**config.mk**
```make
export PLATFORM = sky130hd
export DESIGN_NAME = uart_tx_arbiter
export DESIGN_NICKNAME = d
export VERILOG_FILES = /design/src/rtl/uart_pkg.sv /design/src/rtl/rr_arbiter.sv /design/src/rtl/uart_tx_arbiter.sv
export SDC_FILE = /design/constraint.sdc
export NUM_CORES = 1
export LEC_CHECK = 0
export ABC_CLOCK_PERIOD_IN_PS = 4000
export CAP_MARGIN = 5
export CORE_MARGIN = 4
export CORE_UTILIZATION = 48
export DETAILED_ROUTE_END_ITERATION = 8
export GPL_ROUTABILITY_DRIVEN = 0
export PLACE_DENSITY = 0.81
export SKIP_CTS_REPAIR_TIMING = 1
export SLEW_MARGIN = 10
export SYNTH_ARGS = -nofsm -noshare
export SYNTH_HDL_FRONTEND = slang
export SYNTH_SLANG_ARGS = --single-unit
```
**constraint.sdc**
```tcl
create_clock -name clk -period 4 [get_ports clk]
set_input_delay 0.8 -clock clk [delete_from_list [all_inputs] [get_ports clk]]
set_output_delay 0.8 -clock clk [all_outputs]
set_load 0.01 [all_outputs]
```
**src/rtl/uart_pkg.sv**
```systemverilog
// Shared UART definitions: arbiter FSM states, default payload width and a
// compile-time clog2 helper used for the derived pointer and counter widths.
package uart_pkg;

    localparam int DATA_BITS_DEF = 8;

    typedef enum logic [2:0] {
        IDLE,
        START,
        WAIT_BUSY,
        WAIT_DONE,
        ACK
    } tx_state_e;

    // Minimum bit width needed to hold the values 0..v-1 (at least 1 bit).
    function automatic int clog2(input int v);
        int w;
        w = 1;
        while ((1 << w) < v) w++;
        return w;
    endfunction

endpackage

```
**src/rtl/rr_arbiter.sv**
```systemverilog
// Combinational round-robin pick: the first set request at or above ptr,
// wrapping modulo N. Returns a one-hot grant, its index and a valid flag.
module rr_arbiter
    import uart_pkg::*;
#(
    parameter int N     = 4,
    parameter int PTR_W = clog2(N)
) (
    input  logic [N-1:0]     req,
    input  logic [PTR_W-1:0] ptr,
    output logic [N-1:0]     gnt,
    output logic [PTR_W-1:0] idx,
    output logic             valid
);

    // Scan N slots starting at ptr; first hit wins.
    always_comb begin
        int j;
        j     = 0;
        gnt   = '0;
        idx   = '0;
        valid = 1'b0;
        for (int i = 0; i < N; i++) begin
            j = int'(ptr) + i;
            if (j >= N) j = j - N;
            if (!valid && req[j]) begin
                valid  = 1'b1;
                gnt[j] = 1'b1;
                idx    = PTR_W'(j);
            end
        end
    end

endmodule

```
**src/rtl/uart_tx_arbiter.sv**
```systemverilog
// Shares a single UART transmitter between NUM_REQ byte producers. Each frame
// is granted round-robin, started with a one-cycle startTx, tracked through
// the transmitter's busy flag and closed with a one-cycle ack. A watchdog
// closes the frame with txErr if busy never rises after startTx.
module uart_tx_arbiter
    import uart_pkg::*;
#(
    parameter int NUM_REQ       = 4,
    parameter int DATA_BITS     = DATA_BITS_DEF,
    parameter int START_TIMEOUT = 16,
    localparam int PTR_W        = clog2(NUM_REQ)
) (
    input  logic                         clk,
    input  logic                         rst,
    input  logic [NUM_REQ-1:0]           req,
    input  logic [NUM_REQ*DATA_BITS-1:0] reqData,
    output logic [NUM_REQ-1:0]           ack,
    output logic [NUM_REQ-1:0]           grant,
    output logic                         txErr,
    output logic [DATA_BITS-1:0]         dataTx,
    output logic                         startTx,
    input  logic                         uartBusyTx
);

    localparam int CNT_W = clog2(START_TIMEOUT + 1);

    tx_state_e              state_q, state_d;
    logic [NUM_REQ-1:0]     grant_q, grant_d;
    logic [NUM_REQ-1:0]     ack_q, ack_d;
    logic                   tx_err_q, tx_err_d;
    logic [DATA_BITS-1:0]   data_q, data_d;
    logic                   start_q, start_d;
    logic [PTR_W-1:0]       ptr_q, ptr_d;
    logic [PTR_W-1:0]       idx_q, idx_d;
    logic [CNT_W-1:0]       cnt_q, cnt_d;

    logic [NUM_REQ-1:0]     arb_gnt;
    logic [PTR_W-1:0]       arb_idx;
    logic                   arb_valid;

    rr_arbiter #(
        .N     (NUM_REQ),
        .PTR_W (PTR_W)
    ) u_rr (
        .req   (req),
        .ptr   (ptr_q),
        .gnt   (arb_gnt),
        .idx   (arb_idx),
        .valid (arb_valid)
    );

    // Next-state and registered-output logic; pulses default low every cycle.
    always_comb begin
        state_d  = state_q;
        grant_d  = grant_q;
        data_d   = data_q;
        ptr_d    = ptr_q;
        idx_d    = idx_q;
        cnt_d    = cnt_q;
        ack_d    = '0;
        tx_err_d = 1'b0;
        start_d  = 1'b0;
        case (state_q)
            IDLE: begin
                // Only launch when the transmitter is quiet, which also keeps
                // us off a frame that was in flight across a reset.
                if (arb_valid && !uartBusyTx) begin
                    grant_d = arb_gnt;
                    idx_d   = arb_idx;
                    data_d  = reqData[int'(arb_idx)*DATA_BITS +: DATA_BITS];
                    start_d = 1'b1;
                    state_d = START;
                end
            end
            START: begin
                cnt_d   = '0;
                state_d = WAIT_BUSY;
            end
            WAIT_BUSY: begin
                if (uartBusyTx) begin
                    state_d = WAIT_DONE;
                end else begin
                    cnt_d = cnt_q + 1'b1;
                    if (cnt_d == CNT_W'(START_TIMEOUT)) begin
                        state_d  = ACK;
                        ack_d    = grant_q;
                        tx_err_d = 1'b1;
                    end
                end
            end
            WAIT_DONE: begin
                // Frame length belongs to the transmitter; no watchdog here.
                if (!uartBusyTx) begin
                    state_d = ACK;
                    ack_d   = grant_q;
                end
            end
            ACK: begin
                grant_d = '0;
                ptr_d   = (idx_q == PTR_W'(NUM_REQ - 1)) ? '0 : idx_q + 1'b1;
                state_d = IDLE;
            end
            default: begin
                grant_d = '0;
                state_d = IDLE;
            end
        endcase
    end

    // State and output registers with synchronous reset.
    always_ff @(posedge clk) begin
        if (rst) begin
            state_q  <= IDLE;
            grant_q  <= '0;
            ack_q    <= '0;
            tx_err_q <= 1'b0;
            data_q   <= '0;
            start_q  <= 1'b0;
            ptr_q    <= '0;
            idx_q    <= '0;
            cnt_q    <= '0;
        end else begin
            state_q  <= state_d;
            grant_q  <= grant_d;
            ack_q    <= ack_d;
            tx_err_q <= tx_err_d;
            data_q   <= data_d;
            start_q  <= start_d;
            ptr_q    <= ptr_d;
            idx_q    <= idx_d;
            cnt_q    <= cnt_d;
        end
    end

    assign ack     = ack_q;
    assign grant   = grant_q;
    assign txErr   = tx_err_q;
    assign dataTx  = data_q;
    assign startTx = start_q;

endmodule

```
==> flow_metrics.tcl <==
set metrics [dict create \
    powerDensity_nw_per_um2 315 \
    rsz0062_at_grt "no" \
    grtUsageTotal_pct 19.6 \
    hold_viol 0 \
    synth-async-reset-ratio_pct 0 \
    drv_slew 0 \
    ios 57 \
    ir_drop_v 0.000189 \
    numCtsBuffers 5 \
    grt_max_degree 22 \
    syn_avg_cell_area_um2 9.00 \
    required_ns 4.18 \
    cp-start-kind "primary input" \
    grt_pass1_vias 1694 \
    dpl.hpwl_mm 3.62 \
    dr.pass1.iters 5 \
    grt_antenna_before_repair 0 \
    synth_fp_nets 265 \
    multi_input_area_um2 1200 \
    synth_edf_count 0 \
    dpl_worst_slack_ns 0.459 \
    finalPower_mw 0.814 \
    period_share_pct 81.5 \
    root_buffer "clkbuf_8" \
    vias 1836 \
    grt_pass1_wl_mm 8.09 \
    yosysTopAreaCell "dfxtp_1" \
    syn-cell-area_um2 1960 \
    critPathKind "primary input to register" \
    final_cell_count_no_fill 318 \
    synthAdderAreaFrac_pct 5.10 \
    worst_r2r_endpoint "dataTx[5]" \
    drcViolationCount 0 \
    cts_sinks 30 \
    yosysTopAreaCellShare_pct 30.6 \
    whs_path_depth 1 \
    synth_mux_area_share_pct 11.5 \
    first_iter_violations 83 \
    fmax_ghz 0.307 \
    min_path_type "register to register" \
    synth_area_leaders "dfxtp_1 31%, ha_1 5.1%, a21oi_1 4.8%, mux2i_1 4.1%, o21ai_0 4.1%" \
    cp_max_fo 12 \
    avgViaCountPerCell 5.77 \
    ys_top_cells_by_count "30 x dfxtp_1, 19 x a21oi_1, 19 x nor2_1" \
    cts_tree "yes" \
    leakage_nw 0.974 \
    die_h_um 71.9 \
    synth_xor_area_share_pct 0.446 \
    fillCellCount 329 \
    synth_cell_types 48 \
    antenna_left 0 \
    min_to "idx_q[1]" \
    antenna_cells 0 \
    synth-seq-cells 30 \
    die-area_um2 5170 \
    yosys_most_used_dff "dfxtp_1" \
    routedWlPerCell_um 15.6 \
    dp.cells 310 \
    yosysMostFrequentCell "dfxtp_1" \
    clkSlewWorstSetupHoldPaths_ns 0.07 \
    r2r-start "ptr_q[1]" \
    regArea_um2 601 \
    io_buffers 56 \
    critPathCaptureType "register" \
    slowest_delay_ns 0.59 \
    wl_mm 4.95 \
    synth_compound_area_share_pct 22.8 \
    crit_path_cell_trace "clkdlybuf4s50_1, mux4_1, o21ba_1, or3_1, nand2_4, mux2_2, o221a_1" \
    setup_ws_ns 0.741 \
    slew_headroom_pct 52.4 \
    netlist_instances 218 \
    setup_tns_ns 0 \
    report.final.setup_viol 0 \
    chipWidth_um 71.9 \
    min-delay-start "idx_q[1]" \
    rows 22 \
    synth_top_family_by_area "compound AO/OA/AOI/OAI gates" \
    rr_worst_depth 8 \
    status "complete, no violations" \
    drv_cap 0 \
    synthSimpleGateAreaFrac_pct 21.1 \
    core-area_um2 3800 \
    synth_seq_area_share_pct 30.6 \
    layout-drive-gt1-share_pct 9.63 \
    clk_path_buf_depth 2 \
    num-nets-final 316 \
    min_period_ns 3.26 \
    r2r_setup_slack_ns 0.86 \
    initial_core_util_pct 51.6 \
    tightest_slew_ns 0.712 \
    arrival_ns 3.44 \
    clk_latency_ns 0.29 \
    slowest_stage "clkdlybuf4s50_1" \
    finClkSkew_ns 0.00709 \
    gr-total-overflow 0 \
    yosys_warnings 0 \
    cts_max_level 2 \
    syn_to_final_growth_pct 31.6 \
]
==> power by group <==
group | switching, mW | internal (mW) | total [mW]
clock | 0.113 | 0.173 | 0.286
sequential | 0.0131 | 0.320 | 0.333
combinational | 0.0833 | 0.112 | 0.195
total | 0.209 | 0.605 | 0.814
==> layout make-up <==
type,instances,area share [%]
tap,48,2.33
multi-input combinational,166,46.4
sequential,30,23.3
inverter,6,0.873
clock buffer,8,4.27
timing repair buffer,60,22.9
==> worst max-delay path: cells and delay by family <==
| kind | cells | cell delay, ns |
|---|---|---|
| simple gates | 2 | 0.67 |
| compound gates | 2 | 0.44 |
| buf+inv | 1 | 0.59 |
| mux | 2 | 0.94 |
==> per-stage QoR <==
step	utilization (%)	hold slack [ns]	area [um^2]
3_3_place_gp	65.1	0.467	2470
5_1_grt	68.0	0.503	2580
4_1_cts	68.0	0.494	2580
3_5_place_dp	65.1	0.470	2470
2_1_floorplan	-	0.444	1960
6_report	68.0	0.490	2580
==> metal layers <==
metal / global-route usage (%) / part of all wire, % / vias to the layer above / wire (um)
met4: 6.89 / 1.9 / 0 / 93
met2: 29.4 / 44 / 73 / 2160
met1: 26.0 / 47 / 848 / 2310
li1: - / - / 906 / -
met5: 0 / 0 / - / 0
met3: 7.20 / 7.8 / 9 / 384
==> worst max-delay path by stage <==
stage | from | end | cells after the start
finish | req[2] | dataTx[3] | 7
global route | req[2] | dataTx[3] | 7
CTS | req[2] | dataTx[3] | 7
detailed placement | req[2] | dataTx[3] | 7
global placement | req[2] | dataTx[3] | 7
floorplan | ptr_q[0] | dataTx[2] | 12
==> flip-flops by register name, indices dropped and copies added, names as in the netlist <==
signal / flops
dataTx: 8
cnt_q: 5
ack: 4
grant: 4
state_q: 3
idx_q: 2
ptr_q: 2
startTx: 1
txErr: 1
==> cell usage in the layout, fill, tap and decap left out, types with 4 or more instances in the layout <==
cell type / count
a21oi_1: 19
a221oi_1: 5
a22oi_1: 5
and2_1: 6
buf_4: 4
clkbuf_8: 8
clkdlybuf4s50_1: 56
dfxtp_1: 30
ha_1: 8
inv_1: 6
mux2_4: 4
mux2i_1: 8
nand2_1: 4
nand2b_1: 8
nand3_1: 8
nand3b_1: 4
nor2_1: 19
nor3_1: 10
o21ai_0: 16
o221a_1: 5
or2b_2: 4
==> logic make-up after synthesis <==
group,Yosys count
simple gates,75
xor+xnor,1
fa+ha+maj,8
mux,16
compound gates,66
buf+inv,22
flops,30
Note: power is estimated with default switching activity, not from simulation.
